### src/rtl/aer_pkg.sv
// Shared types for the AER transmitter: handshake state encoding and the
// buffered event record.
package aer_pkg;

    localparam int AER_ADDR_W = 10;

    typedef enum logic [1:0] {
        IDLE,
        SETUP,
        REQ_HI,
        ACK_LO
    } aer_tx_state_t;

    typedef struct packed {
        logic                  xsel;
        logic [AER_ADDR_W-1:0] addr;
    } aer_event_t;

endpackage

### src/rtl/aer_event_fifo.sv
// Synchronous event FIFO with show-ahead read data. Pushes into a full FIFO
// and pops from an empty one are ignored.
module aer_event_fifo
    import aer_pkg::*;
#(
    parameter  int DEPTH = 4,
    localparam int PTR_W = $clog2(DEPTH),
    localparam int CNT_W = $clog2(DEPTH) + 1
) (
    input  logic             clk,
    input  logic             rst_n,
    input  logic             push,
    input  aer_event_t       push_data,
    input  logic             pop,
    output aer_event_t       pop_data,
    output logic             full,
    output logic             empty,
    output logic [CNT_W-1:0] count
);

    aer_event_t       mem [DEPTH];
    logic [PTR_W-1:0] wr_ptr;
    logic [PTR_W-1:0] rd_ptr;
    logic             do_push;
    logic             do_pop;

    assign full     = (count == CNT_W'(DEPTH));
    assign empty    = (count == '0);
    assign do_push  = push && !full;
    assign do_pop   = pop && !empty;
    assign pop_data = mem[rd_ptr];

    // NOTE: storage has no reset; the count and pointers define which entries
    // are valid, so stale contents are never observed.
    always_ff @(posedge clk) begin
        if (do_push) begin
            mem[wr_ptr] <= push_data;
        end
    end

    // NOTE: clocked state uses non-blocking assignments so every flop samples
    // the values from before the edge, independent of statement order.
    always_ff @(posedge clk or negedge rst_n) begin
        if (!rst_n) begin
            wr_ptr <= '0;
            rd_ptr <= '0;
            count  <= '0;
        end else begin
            if (do_push) begin
                wr_ptr <= wr_ptr + 1'b1;
            end
            if (do_pop) begin
                rd_ptr <= rd_ptr + 1'b1;
            end
            case ({do_push, do_pop})
                2'b10:   count <= count + 1'b1;
                2'b01:   count <= count - 1'b1;
                default: ;
            endcase
        end
    end

endmodule

### src/rtl/aer_transmitter.sv
// Sender side of the four-phase AER handshake: buffers stream events and
// drives them onto aer/xsel/req, pacing each transfer by the receiver's ack.
module aer_transmitter
    import aer_pkg::*;
#(
    parameter int ADDR_W         = AER_ADDR_W,
    parameter int FIFO_DEPTH     = 4,
    parameter int SETUP_CYCLES   = 2,
    parameter int TIMEOUT_CYCLES = 1024
) (
    input  logic              clk,
    input  logic              rst_n,
    input  logic              in_valid,
    output logic              in_ready,
    input  logic [ADDR_W-1:0] in_addr,
    input  logic              in_xsel,
    output logic [ADDR_W-1:0] aer,
    output logic              xsel,
    output logic              req,
    input  logic              ack,
    output logic              busy,
    output logic              timeout_err,
    input  logic              err_clr
);

    localparam int CNT_W = $clog2(FIFO_DEPTH) + 1;
    localparam int SET_W = (SETUP_CYCLES > 1) ? $clog2(SETUP_CYCLES) : 1;
    localparam int TO_W  = (TIMEOUT_CYCLES > 1) ? $clog2(TIMEOUT_CYCLES) : 1;
    localparam logic [SET_W-1:0] SET_LAST = SET_W'(SETUP_CYCLES - 1);
    localparam logic [TO_W-1:0]  TO_LAST  =
        (TIMEOUT_CYCLES > 0) ? TO_W'(TIMEOUT_CYCLES - 1) : '0;
    localparam bit TO_EN = (TIMEOUT_CYCLES > 0);

    aer_tx_state_t    state;
    aer_tx_state_t    state_nxt;
    logic             ack_mid;
    logic             ack_s;
    aer_event_t       fifo_in;
    aer_event_t       fifo_out;
    logic             fifo_full;
    logic             fifo_empty;
    logic [CNT_W-1:0] fifo_count;
    logic [SET_W-1:0] setup_cnt;
    logic [TO_W-1:0]  to_cnt;
    logic             to_hit;
    logic             load_event;
    logic             req_nxt;
    logic             set_err;

    assign fifo_in.xsel = in_xsel;
    assign fifo_in.addr = in_addr;

    aer_event_fifo #(
        .DEPTH (FIFO_DEPTH)
    ) u_fifo (
        .clk       (clk),
        .rst_n     (rst_n),
        .push      (in_valid),
        .push_data (fifo_in),
        .pop       (load_event),
        .pop_data  (fifo_out),
        .full      (fifo_full),
        .empty     (fifo_empty),
        .count     (fifo_count)
    );

    assign in_ready = !fifo_full;
    assign busy     = (state != IDLE) || (fifo_count != '0);
    assign to_hit   = TO_EN && (to_cnt == TO_LAST);

    // ack comes from another clock domain; only the second flop is consumed.
    always_ff @(posedge clk or negedge rst_n) begin
        if (!rst_n) begin
            ack_mid <= 1'b0;
            ack_s   <= 1'b0;
        end else begin
            ack_mid <= ack;
            ack_s   <= ack_mid;
        end
    end

    always_ff @(posedge clk or negedge rst_n) begin
        if (!rst_n) begin
            state <= IDLE;
        end else begin
            state <= state_nxt;
        end
    end

    // NOTE: every combinational output gets a default first, so no path
    // through the case leaves it unassigned and infers a latch.
    always_comb begin
        state_nxt = state;
        case (state)
            IDLE:    if (!fifo_empty && !ack_s) state_nxt = SETUP;
            SETUP:   if (setup_cnt == '0)       state_nxt = REQ_HI;
            REQ_HI:  if (ack_s || to_hit)       state_nxt = ACK_LO;
            ACK_LO:  if (!ack_s || to_hit)      state_nxt = IDLE;
            default:                            state_nxt = IDLE;
        endcase
    end

    // An ack edge arriving in the same cycle as the limit is a normal completion.
    always_comb begin
        load_event = (state == IDLE) && (state_nxt == SETUP);
        req_nxt    = (state_nxt == REQ_HI);
        set_err    = to_hit && (((state == REQ_HI) && !ack_s) ||
                                ((state == ACK_LO) &&  ack_s));
    end

    always_ff @(posedge clk or negedge rst_n) begin
        if (!rst_n) begin
            aer         <= '0;
            xsel        <= 1'b0;
            req         <= 1'b0;
            setup_cnt   <= '0;
            to_cnt      <= '0;
            timeout_err <= 1'b0;
        end else begin
            req <= req_nxt;
            if (load_event) begin
                aer  <= fifo_out.addr;
                xsel <= fifo_out.xsel;
            end
            if (load_event) begin
                setup_cnt <= SET_LAST;
            end else if (setup_cnt != '0) begin
                setup_cnt <= setup_cnt - 1'b1;
            end
            // The wait counter restarts on every state change, covering both
            // entry into REQ_HI and entry into ACK_LO.
            if (state_nxt != state) begin
                to_cnt <= '0;
            end else if (!to_hit) begin
                to_cnt <= to_cnt + 1'b1;
            end
            if (set_err) begin
                timeout_err <= 1'b1;
            end else if (err_clr) begin
                timeout_err <= 1'b0;
            end
        end
    end

endmodule

### config.mk
export PLATFORM = sky130hd
export DESIGN_NAME = aer_transmitter
export DESIGN_NICKNAME = d
export VERILOG_FILES = /design/src/rtl/aer_pkg.sv /design/src/rtl/aer_event_fifo.sv /design/src/rtl/aer_transmitter.sv
export SDC_FILE = /design/constraint.sdc
export NUM_CORES = 1
export LEC_CHECK = 0
export CAP_MARGIN = 20
export CORE_MARGIN = 2
export CORE_UTILIZATION = 25
export DETAILED_ROUTE_END_ITERATION = 8
export GPL_TIMING_DRIVEN = 1
export SYNTH_ARGS = -nofsm -noshare
export SYNTH_HDL_FRONTEND = slang
export SYNTH_SLANG_ARGS = --single-unit
export TNS_END_PERCENT = 50
### constraint.sdc
create_clock -name clk -period 4.12 [get_ports clk]
set_input_delay 1.03 -clock clk [delete_from_list [all_inputs] [get_ports clk]]
set_output_delay 1.03 -clock clk [all_outputs]
set_load 0.02 [all_outputs]
==> run metrics <==
status finished clean; synth top area cells edfxtp_1 (40%), dfrtp_1 (27%), mux4_2 (7.5%); DRC violations left 0; Hold Crit Start ack_mid; hold endpoint ack_s; Yosys top cell area share 0.402; CTS tree done; First DRT Iteration DRCs 119; initial antenna violation count 0; max_slew headroom 0.426; pin count of the biggest net entering global routing 36; most frequent cells in the layout edfxtp_1 (44), dfrtp_1 (35), clkdlybuf4s50_1 (29); H-tree depth 3; Syn. warnings 0; postcts setup bufs 0; Register-to-Register Path Depth 10; gpl congestion 0.776; setup TNS 0 ps; number of global-route vias before repair 1,838; max-cap violations 0; nets approximately 260; Post-Synthesis Cells 199; Worst IR Drop VDD 310 uV; Post-synth EDFFs 44; Required @ worst endpoint just over 3000 ps; port buffer count 30; TritonCTS Buffers 9; layout cells sized above 1 0.183; Worst Hold Class register to register; IO Pins 31; fmax 324 MHz; Clock Tree Buf Depth 2; clock skew 10.4 ps; drt via density 4.27; final hold slack 351 ps; Skew-Pair Late Insertion Delay 340 ps; total grt overflow 0; commonest non-fill, non-tap cell in the layout edfxtp_1; Final Cycle Share 0.748; power per cell area 692 nW/um^2; register area share after synthesis 0.669; Worst-Margin Slew roughly 860 ps; total wire length 5930 um; initial core utilization 0.258; row cnt between 40 and 50; Worst-path clk slew around 60 ps; GRT Util Overall 0.0931; FF-to-FF End u_fifo.count[2]; final hold vios 0; CP Class register to primary output; setup repair after global routing missed its margin false; min Tclk post-route 3080 ps; Root Driver clkbuf_16; Vias 1,759; Setup crit end kind primary output; Slew Limit Fails 0; crit path DAT just over 2000 ps; DR pass1 iterations 4; asr flop ratio synth 0.443; Avg Inst Size Synth 16.5 sq um; CTS Sinks 79; Post-Syn Nets about 220; Netlist cell types 37; Leakage 0.00148 uW; Area growth syn-to-layout 23.8%; Die Wd 119 um; Detail Route Antenna Nets 0; CORE AREA roughly 13,000 sq um; routed length per instance between 10 and 15 um; Yosys reg bits 79; Setup crit start kind register; Reg2Reg Setup Slack 1790 ps; post-CTS sizing 0; Die ar. 14,100 sq um; Netlist Area Pre-Place 3280 sq um; height of the die 119 um; dominant synthesized flop cell edfxtp_1; hold-fix buffers at CTS 0; final setup vio count 0; HPWL Detailed 3800 um; Reg2Reg Launch Point u_fifo.count[0]; area leader, netlist edfxtp_1; first-pass GRT wire length 9930 um; CP max FO 4; WHS Path Cells 0; n_diodes 0
==> state kept, by name, summed over array words and instances (netlist names) <==
signal and cells:
ack_mid 1, ack_s 1, aer 10, req 1
setup_cnt 1, state 2, timeout_err 1, to_cnt 10
u_fifo.count 3, u_fifo.mem 44, u_fifo.rd_ptr 2, u_fifo.wr_ptr 2
xsel 1
==> synthesized netlist by cell type, types with 2 or more instances <==
| cell type | n |
|---|---|
| xor2_1 | 2 |
| nand2_1 | 5 |
| and3_1 | 9 |
| xnor2_1 | 8 |
| mux2i_1 | 4 |
| buf_2 | 3 |
| edfxtp_1 | 44 |
| dfrtp_1 | 35 |
| buf_6 | 2 |
| ha_1 | 6 |
| a31oi_1 | 4 |
| mux2_2 | 12 |
| a211oi_1 | 2 |
| nand3_1 | 4 |
| and2_1 | 2 |
| inv_1 | 10 |
| nor2_1 | 12 |
| mux4_2 | 11 |
| nor3_1 | 6 |
==> metrics by stage <==
stage | setup WS (ps) | std cells | utilization | cell area, sq um | total power (uW)
4_1_cts | 1010 | 412 | 0.320 | 4070 | 2870
3_5_place_dp | 1260 | 396 | 0.296 | 3760 | 2050
3_3_place_gp | 1350 | 396 | 0.296 | 3760 | 2030
6_report | 1040 | 412 | 0.320 | 4070 | 2810
2_1_floorplan | 1870 | 199 | - | 3280 | 1760
5_1_grt | 917 | 412 | 0.320 | 4070 | 2980
==> logic make-up after synthesis <==
group	count (synthesis)	share of synthesized area
compound gates	16	0.0469
xor+xnor	10	0.0267
fa+ha+maj	7	0.0290
buf+inv	16	0.0240
flops	79	0.669
mux	27	0.129
simple gates	44	0.0758
==> worst max path at each step <==
stage               startpoint         endpoint  slack, ps  cells after the start
3_3_place_gp          in_valid  u_fifo.count[2]       1350                      9
4_1_cts        u_fifo.count[0]             busy       1010                      4
6_report       u_fifo.count[0]             busy       1040                      4
2_1_floorplan         in_valid  u_fifo.count[2]       1870                      8
5_1_grt        u_fifo.count[0]             busy        920                      4
3_5_place_dp          in_valid  u_fifo.count[2]       1260                      9
==> report_power, final <==
part	switching (uW)	internal, uW	leakage (uW)	total (uW)
Clock	331	476	0.000146	807
Sequential	184	1050	0.000836	1240
Combinational	359	411	0.000500	771
Total	874	1940	0.00148	2810
==> worst max-delay path, cell delays in order (launching register included) <==
cell and delay [ps]:
dfrtp_1 400, nor2_1 310, nor4b_4 380, inv_1 80, clkdlybuf4s50_1 540
==> final cells by class <==
type                            instances  area (sq um)
Fill cell                            1290          8660
Inverter                               10          37.5
Clock inverter                          7          78.8
Multi-Input combinational cell        104          1010
Sequential cell                        79          2200
Clock buffer                            9           225
Tap cell                              172           215
Timing Repair Buffer                   31           303
==> routing by layer <==
metal / routed length, um / vias up / track usage
li1: - / 822 / -
met1: 2630 / 895 / 0.114
met2: 2940 / 34 / 0.151
met3: 256 / 8 / 0.0333
met4: 102 / 0 / 0.0335
met5: 0 / - / 0
No activity file was read; power rests on OpenSTA's default activity.
